[src/rtl/fetch_pc.sv]
// Fetch PC generator with one-entry output buffer, delayed branch
// redirect, misaligned-fetch fault capture and immediate flush.
module fetch_pc #(
  parameter logic [31:0] RESET_PC = 32'h0000_3000
) (
  input  logic        clk,
  input  logic        rst_n,
  input  logic        redirect_valid,
  input  logic [31:0] redirect_target,
  input  logic        flush,
  input  logic [31:0] flush_target,
  output logic        imem_req,
  output logic [31:0] imem_addr,
  input  logic        imem_ack,
  input  logic [31:0] imem_rdata,
  output logic        if_valid,
  output logic [31:0] if_pc,
  output logic [31:0] if_instr,
  output logic        if_adel,
  input  logic        id_ready
);

  typedef enum logic [1:0] {
    IDLE,
    RUN,
    FAULT
  } state_e;

  state_e      state_q, state_d;
  logic [31:0] pc_q, pc_d;
  logic        vld_q, vld_d;
  logic [31:0] ipc_q, ipc_d;
  logic [31:0] ins_q, ins_d;
  logic        adel_q, adel_d;
  logic        pv_q, pv_d;
  logic [31:0] pt_q, pt_d;

  logic slot_free;
  logic misal;
  logic fire;
  logic consume;

  assign slot_free = !vld_q || id_ready;
  assign misal     = pc_q[1:0] != 2'b00;
  assign consume   = vld_q && id_ready;
  assign imem_req  = (state_q == RUN) && slot_free
                     && !misal && !flush;
  assign fire      = imem_req && imem_ack;
  assign imem_addr = pc_q;
  assign if_valid  = vld_q;
  assign if_pc     = ipc_q;
  assign if_instr  = ins_q;
  assign if_adel   = adel_q;

  always_comb begin
    state_d = state_q;
    pc_d    = pc_q;
    vld_d   = vld_q;
    ipc_d   = ipc_q;
    ins_d   = ins_q;
    adel_d  = adel_q;
    pv_d    = pv_q;
    pt_d    = pt_q;
    unique case (state_q)
      IDLE: state_d = RUN;
      RUN: begin
        if (consume) vld_d = 1'b0;
        if (slot_free && misal) begin
          vld_d   = 1'b1;
          ipc_d   = pc_q;
          ins_d   = 32'h0;
          adel_d  = 1'b1;
          state_d = FAULT;
        end else if (fire) begin
          vld_d  = 1'b1;
          ipc_d  = pc_q;
          ins_d  = imem_rdata;
          adel_d = 1'b0;
          pv_d   = 1'b0;
          if (redirect_valid) pc_d = redirect_target;
          else if (pv_q)      pc_d = pt_q;
          else                pc_d = pc_q + 32'd4;
        end
        // The delay slot is still to be fetched: park the target.
        if (redirect_valid && !fire) begin
          pv_d = 1'b1;
          pt_d = redirect_target;
        end
      end
      FAULT: begin
        if (consume) vld_d = 1'b0;
        if (redirect_valid) begin
          pc_d    = redirect_target;
          pv_d    = 1'b0;
          state_d = RUN;
        end
      end
      default: state_d = IDLE;
    endcase
    if (flush && state_q != IDLE) begin
      pc_d    = flush_target;
      vld_d   = 1'b0;
      adel_d  = 1'b0;
      pv_d    = 1'b0;
      state_d = RUN;
    end
  end

  always_ff @(posedge clk or negedge rst_n) begin
    if (!rst_n) begin
      state_q <= IDLE;
      pc_q    <= RESET_PC;
      vld_q   <= 1'b0;
      ipc_q   <= 32'h0;
      ins_q   <= 32'h0;
      adel_q  <= 1'b0;
      pv_q    <= 1'b0;
      pt_q    <= 32'h0;
    end else begin
      state_q <= state_d;
      pc_q    <= pc_d;
      vld_q   <= vld_d;
      ipc_q   <= ipc_d;
      ins_q   <= ins_d;
      adel_q  <= adel_d;
      pv_q    <= pv_d;
      pt_q    <= pt_d;
    end
  end

endmodule

[config.mk]
export PLATFORM = sky130hd
export DESIGN_NAME = fetch_pc
export DESIGN_NICKNAME = d
export VERILOG_FILES = /design/src/rtl/fetch_pc.sv
export SDC_FILE = /design/constraint.sdc
export NUM_CORES = 1
export LEC_CHECK = 0
export BUFFER_PORTS_ARGS = -buffer_cell sky130_fd_sc_hd__buf_2
export CAP_MARGIN = 20
export CORE_MARGIN = 2
export CORE_UTILIZATION = 30
export CTS_CLUSTER_DIAMETER = 200
export DETAILED_ROUTE_END_ITERATION = 7
export HOLD_SLACK_MARGIN = 0.1
export MAX_ROUTING_LAYER = met4
export PLACE_DENSITY_LB_ADDON = 0.2
export SKIP_CTS_REPAIR_TIMING = 1
export SLEW_MARGIN = 10
export SYNTH_ARGS = -nofsm -noshare
export SYNTH_HDL_FRONTEND = slang
export SYNTH_SLANG_ARGS = --single-unit
export TNS_END_PERCENT = 100
[constraint.sdc]
create_clock -name clk -period 3.85 [get_ports clk]
set_clock_uncertainty 0.2 [all_clocks]
set_input_delay 0.1925 -clock clk [delete_from_list [all_inputs] [get_ports clk]]
set_output_delay 0.1925 -clock clk [all_outputs]
set_load 0.01 [all_outputs]
# After elaboration in Yosys (flattened, before gate mapping)
# Index checks and enable logic that the tools add are counted.
[op_classes] addsub=1 n_mul=0 div=0 magnitude_cmp=0 eq_ne=8 shift=0 muxes=29 n_bitwise=0 reduce_logical=26
[op_table] cell="2-to-1 mux 32 bit" n=10
[op_table] cell="one-hot mux 32 bit (2 select lines)" n=1
[op_table] cell="adder 32 x 3 -> 32 bit, second input constant" n=1
[op_table] cell="2-to-1 mux 1 bit" n=12
[op_table] cell="logical AND 1 bit" n=8
[op_table] cell="!= test 4 x 2 -> 1 bit, second input constant" n=2
[op_table] cell="AND reduction 2 bit" n=4
[op_table] cell="AND reduction 4 bit" n=2
[op_table] cell="nonzero test 2 bit" n=4
[op_table] cell="2-to-1 mux 2 bit" n=3
[op_table] cell="!= test 3 x 2 -> 1 bit, second input constant" n=2
[op_table] cell="one-hot mux 2 bit (3 select lines)" n=1
[op_table] cell="nonzero test 3 bit" n=2
[op_table] cell="logical NOT 1 bit" n=4
[op_table] cell="one-hot mux 1 bit (2 select lines)" n=2
[op_table] cell="!= test 3 x 1 -> 1 bit, second input constant" n=1
[op_table] cell="!= test 3 bit, second input constant" n=1
[op_table] cell="== test 2 x 1 -> 1 bit, second input constant" n=1
[op_table] cell="== test 2 bit, second input constant" n=1
[op_table] cell="logical NOT 2 bit" n=1
[op_table] cell="logical OR 1 bit" n=1
[word_totals] reg_bits=133 latch_bits=0 ram_bits=0 mem_bits_ro=0 in_bits=102 wordCells=72 memories=0

# Depth between registers and ports, before layout
[depth] ltp_word=11 ltp_mapped=9

# Worst setup path after synthesis
# OpenSTA, ideal clock, no wires.
[synth_timing] path_kind="flip-flop to flip-flop" start="register pc_q[1] (netlist: imem_addr[1])" end="register pt_q[10]" arrival_ns=1.692 t_required_ns=3.525 path_slack_ns=1.833 stages_incl_launch_ff=6 n_path_buf=1 cell_sequence="dfrtp_1 -> nor3b_2 -> nand2_1 -> o211ai_2 -> buf_4 -> mux2_2"
[synth_between] elab_chain_cells=8
[synth_lines] item="start, declared" line="30" rtl="logic [31:0] pc_q, pc_d;"
[synth_lines] item="start signal, assigned" line="121" rtl="pc_q <= pc_d;"
[synth_lines] item="nonzero test 2 bit" line="44" rtl="assign misal = pc_q[1:0] != 2'b00;"
[synth_lines] item="logical NOT 1 bit" line="47" rtl="&& !misal && !flush;"
[synth_lines] item="logical AND 1 bit (2 in a row)" line="47"
[synth_lines] item="logical AND 1 bit" line="48" rtl="assign fire = imem_req && imem_ack;"
[synth_lines] item="logical NOT 1 bit" line="85" rtl="if (redirect_valid && !fire) begin"
[synth_lines] item="logical AND 1 bit" line="85"
[synth_lines] item="AND reduction 2 bit (no source line)"
[synth_lines] item="end signal, assigned" line="127" rtl="pt_q <= pt_d;"
[synth_lines] item="end, declared" line="36" rtl="logic [31:0] pt_q, pt_d;"
# No other way between the ends.
# A chain may end at the register's enable or synchronous reset.

# Worst setup path after layout
[layout_timing] start="register state_q[1]" end="register pc_q[31] (netlist: imem_addr[31])"
[layout_between] elab_chain_cells=7 word_cells_on_any_way=15 classes_between="eq/ne (5); mux (2); reduce/logical (8)"
[layout_lines] item="start, declared" line="29" rtl="state_e state_q, state_d;"
[layout_lines] item="start signal, assigned" line="120" rtl="state_q <= state_d;"
[layout_lines] item="== test 2 x 1 -> 1 bit" line="46, 64"
[layout_lines] item="logical AND 1 bit" line="46" rtl="assign imem_req = (state_q == RUN) && slot_free"
[layout_lines] item="logical AND 1 bit (2 in a row)" line="47"
[layout_lines] item="logical AND 1 bit" line="48"
[layout_lines] item="!= test 3 x 2 -> 1 bit (no source line)"
[layout_lines] item="AND reduction 4 bit (no source line)"
# Several ways; a longest one is shown, not always the timed one.

==> impl_metrics.json <==
{
  "status": "finished, final reports clean",
  "p_leak_nw": 4.32,
  "slowest_delay_ps": 580,
  "routedLengthMet1_mm": 10.7,
  "antenna_found_initial": 0,
  "routed-wl-met3_mm": 1.39,
  "die_w_um": 154,
  "pwr-share-comb": 0.425,
  "post-route-min-period_ps": 3210,
  "areaGrowthSynthToFinish_pct": 41.8,
  "drt-wirelength-per-cell_um": 19.4,
  "coreArea_um2": 22000,
  "worst-setup-path-type": "register to register",
  "fillers": 2103,
  "antenna_left": 0,
  "cts_sinks": 133,
  "path_buf_inv": 2,
  "pwr_density_cell_nw_per_um2": 806,
  "path_max_fanout": 20,
  "finish.utilization": 0.437,
  "grt_pass1_vias": 5723,
  "rsz0062_at_grt": "no",
  "maxSlewHeadroom": 0.362,
  "nets": 1011,
  "die_area_um2": 23800,
  "worstMarginPinSlew_ps": 957,
  "clk_pin_slew_ps": 60,
  "routed_wl_mm": 23.2,
  "hold_depth": 5,
  "arrival_ps": 3370,
  "n_antenna_cell": 0,
  "ctsHtreeMaxLevel": 4,
  "dr_wl_met2_mm": 10.8,
  "rows": 54,
  "dp_cells": 1070,
  "end_kind": "register",
  "vias": 6293,
  "first_iter_violations": 447,
  "track_usage": 0.194,
  "mostFrequentLayoutCell": "buf_2",
  "p_clk_frac": 0.220,
  "dr.pass1.iters": 5,
  "cts.path.max_buffers": 2,
  "multi_input_area_um2": 3190,
  "drv_slew": 0,
  "start_util": 0.308,
  "die_h_um": 154,
  "synth_edf_count": 0,
  "grt_pass1_wl_mm": 34.2,
  "seqPwrFrac": 0.355,
  "hold_class": "primary input to register",
  "final_cell_mix": "buf_2 (199), dfrtp_1 (131), dlygate4sd3_1 (99)",
  "vias_per_cell": 5.24,
  "reg2reg_to": "imem_addr[31]",
  "drive_gt1_frac": 0.355,
  "cp-start-kind": "register",
  "path_delay_family": "buffers and inverters",
  "power.internal_mw": 4.70,
  "port_buffers": 200,
  "dominantRegCellSynth": "dfrtp_1",
  "crit_chain": "nor2b_1, nand3_1, o21ai_2, buf_4, o22ai_1, o22ai_1, dlygate4sd3_1",
  "hold_start": "imem_ack",
  "peakVddDrop_uv": 557,
  "cap_violations": 0,
  "critPathSlowestCell": "dfrtp_1",
  "cpMostUsedCell": "o22ai_1",
  "r2r_cells": 7,
  "sw_frac_of_total": 0.393,
  "gp_congestion": 0.828,
  "critPathRequiredTime_ps": 4020,
  "final.setup.tns_ps": 0,
  "cts_root_buffer": "clkbuf_16",
  "holdPathEnd": "if_valid",
  "synthArstFlopShare": 1.00,
  "yosysSeqAreaShare": 0.492,
  "p_switching_mw": 3.04,
  "ioPinCount": 201,
  "design_area_um2": 9610,
  "overflow": 0,
  "top_layer": "met4",
  "drc_errors": 0,
  "fmax_ghz": 0.312,
  "fin_cells": 1201,
  "hpwl_mm": 15.7,
  "seqCellArea_um2": 3330,
  "reg2reg_slack_ps": 640,
  "avgSynthCellArea_um2": 10.7,
  "grt_max_degree": 82,
  "placed_area_um2": 8000,
  "final_hold_viol_count": 0,
  "finalSetupViolCount": 0,
  "cts_inserted_buffers": 17,
  "finalCritPeriodShare": 0.833,
  "netlist_instances": 631,
  "synthesis.area_um2": 6770,
  "insertion_delay_ps": 430,
  "yosysUniqueCellTypes": 71,
  "yosysWarningCount": 0,
  "syn_nets": 734,
  "ys_ff_latch": 133,
  "cts_tree": "built",
  "timing.rr.start": "state_q[1]"
}
[Yosys cell counts (3+ instances only)]
cell type  number  area, um2
nor3_1         15       75.1
xnor2_1         4       35.0
nand3_1        17       85.1
o2bb2ai_1       5       43.8
o22ai_1         9       56.3
dfrtp_1       131       3280
and4_1          7       61.3
clkbuf_1       18       67.6
nand2b_1        3       18.8
o21ai_0        49        245
a211oi_1        7       52.6
o221a_2         3       33.8
o41ai_1         3       26.3
a2111oi_0       3       26.3
mux2_2         65        732
o21a_1          5       37.5
a21o_1          7       52.6
a31oi_1        10       62.6
o211ai_1        8       60.1
nor2_1         26       97.6
o221ai_1        6       52.6
xor2_1          9       78.8
inv_1           3       11.3
nand4_1        13       81.3
nor2b_1         5       31.3
and3_1          5       31.3
a21oi_1        21        105
a22oi_1         3       22.5
buf_2          30        150
a221o_1         5       50.1
buf_4           3       22.5
nand2_1        38        143
nor4_1          9       56.3
a22o_1         38        333
[worst reg2reg max path, delay by kind of cell (launching register included)]
family / cells / cell delay [ps]
buffers and inverters: 2 / 940
and+or+nand+nor: 2 / 770
AOI/OAI and AO/OA: 3 / 650
DFF: 1 / 580
[registers in the layout, indices dropped and copies added, names as in the netlist]
signal,cells
if_instr,32
if_pc,32
imem_addr,32
pt_q,32
state_q,2
if_adel,1
if_valid,1
pv_q,1
[how the worst max path moves through the flow]
stage / cells after the start / end / from / slack (ps)
2_1_floorplan: 5 / pt_q[10] / imem_addr[1] / 1830
3_3_place_gp: 5 / imem_addr[1] / state_q[1] / 1100
3_5_place_dp: 5 / imem_addr[0] / state_q[1] / 1020
4_1_cts: 5 / imem_addr[0] / state_q[1] / 1020
5_1_grt: 7 / imem_addr[31] / state_q[1] / 450
6_report: 7 / imem_addr[31] / state_q[1] / 640
[power by group through the flow]
stage / Combinational (mW) / Sequential (mW) / Clock [mW]
after floorplan: 2.06 / 2.72 / 0
after global placement: 3.20 / 2.74 / 0
after detailed placement: 3.20 / 2.76 / 0
after CTS: 3.22 / 2.74 / 1.74
after global routing: 3.61 / 2.86 / 1.81
final: 3.29 / 2.75 / 1.70
[kinds of logic (layout without fill, tap and decap cells)]
| logic type | count (synthesis) | after routing | synth area share |
|---|---|---|---|
| XOR/XNOR | 13 | 13 | 0.0168 |
| buffers and inverters | 58 | 348 | 0.0395 |
| multiplexers | 69 | 69 | 0.114 |
| AO/OA/AOI/OAI | 202 | 202 | 0.212 |
| flip-flops | 133 | 133 | 0.492 |
| adder cells (fa/ha/maj) | 1 | 1 | 0.00185 |
| AND/OR/NAND/NOR | 155 | 155 | 0.124 |
[stage by stage]
| stage | setup slack [ps] | power (mW) | hold slack, ps |
|---|---|---|---|
| 2_1_floorplan | 1830 | 4.78 | -303 |
| 3_3_place_gp | 1100 | 5.94 | 94.0 |
| 3_5_place_dp | 1020 | 5.97 | 91.0 |
| 4_1_cts | 1020 | 7.70 | -368 |
| 5_1_grt | 446 | 8.27 | 104 |
| 6_report | 641 | 7.74 | 65.1 |
[layout make-up]
| class | instances | share of cell area |
|---|---|---|
| clock inverter | 12 | 0.0158 |
| clock buffer | 20 | 0.0486 |
| multi-input combinational | 440 | 0.332 |
| tap | 280 | 0.0365 |
| sequential | 133 | 0.347 |
| inverter | 6 | 0.00234 |
| timing repair buffer | 310 | 0.218 |
[routing by layer]
metal  vias to the layer above  track usage
li1                       2981            -
met2                       261        0.298
met5                         -            -
met4                         0       0.0604
met3                        29       0.0415
met1                      3022        0.258
No activity file was read; power rests on OpenSTA's default activity.
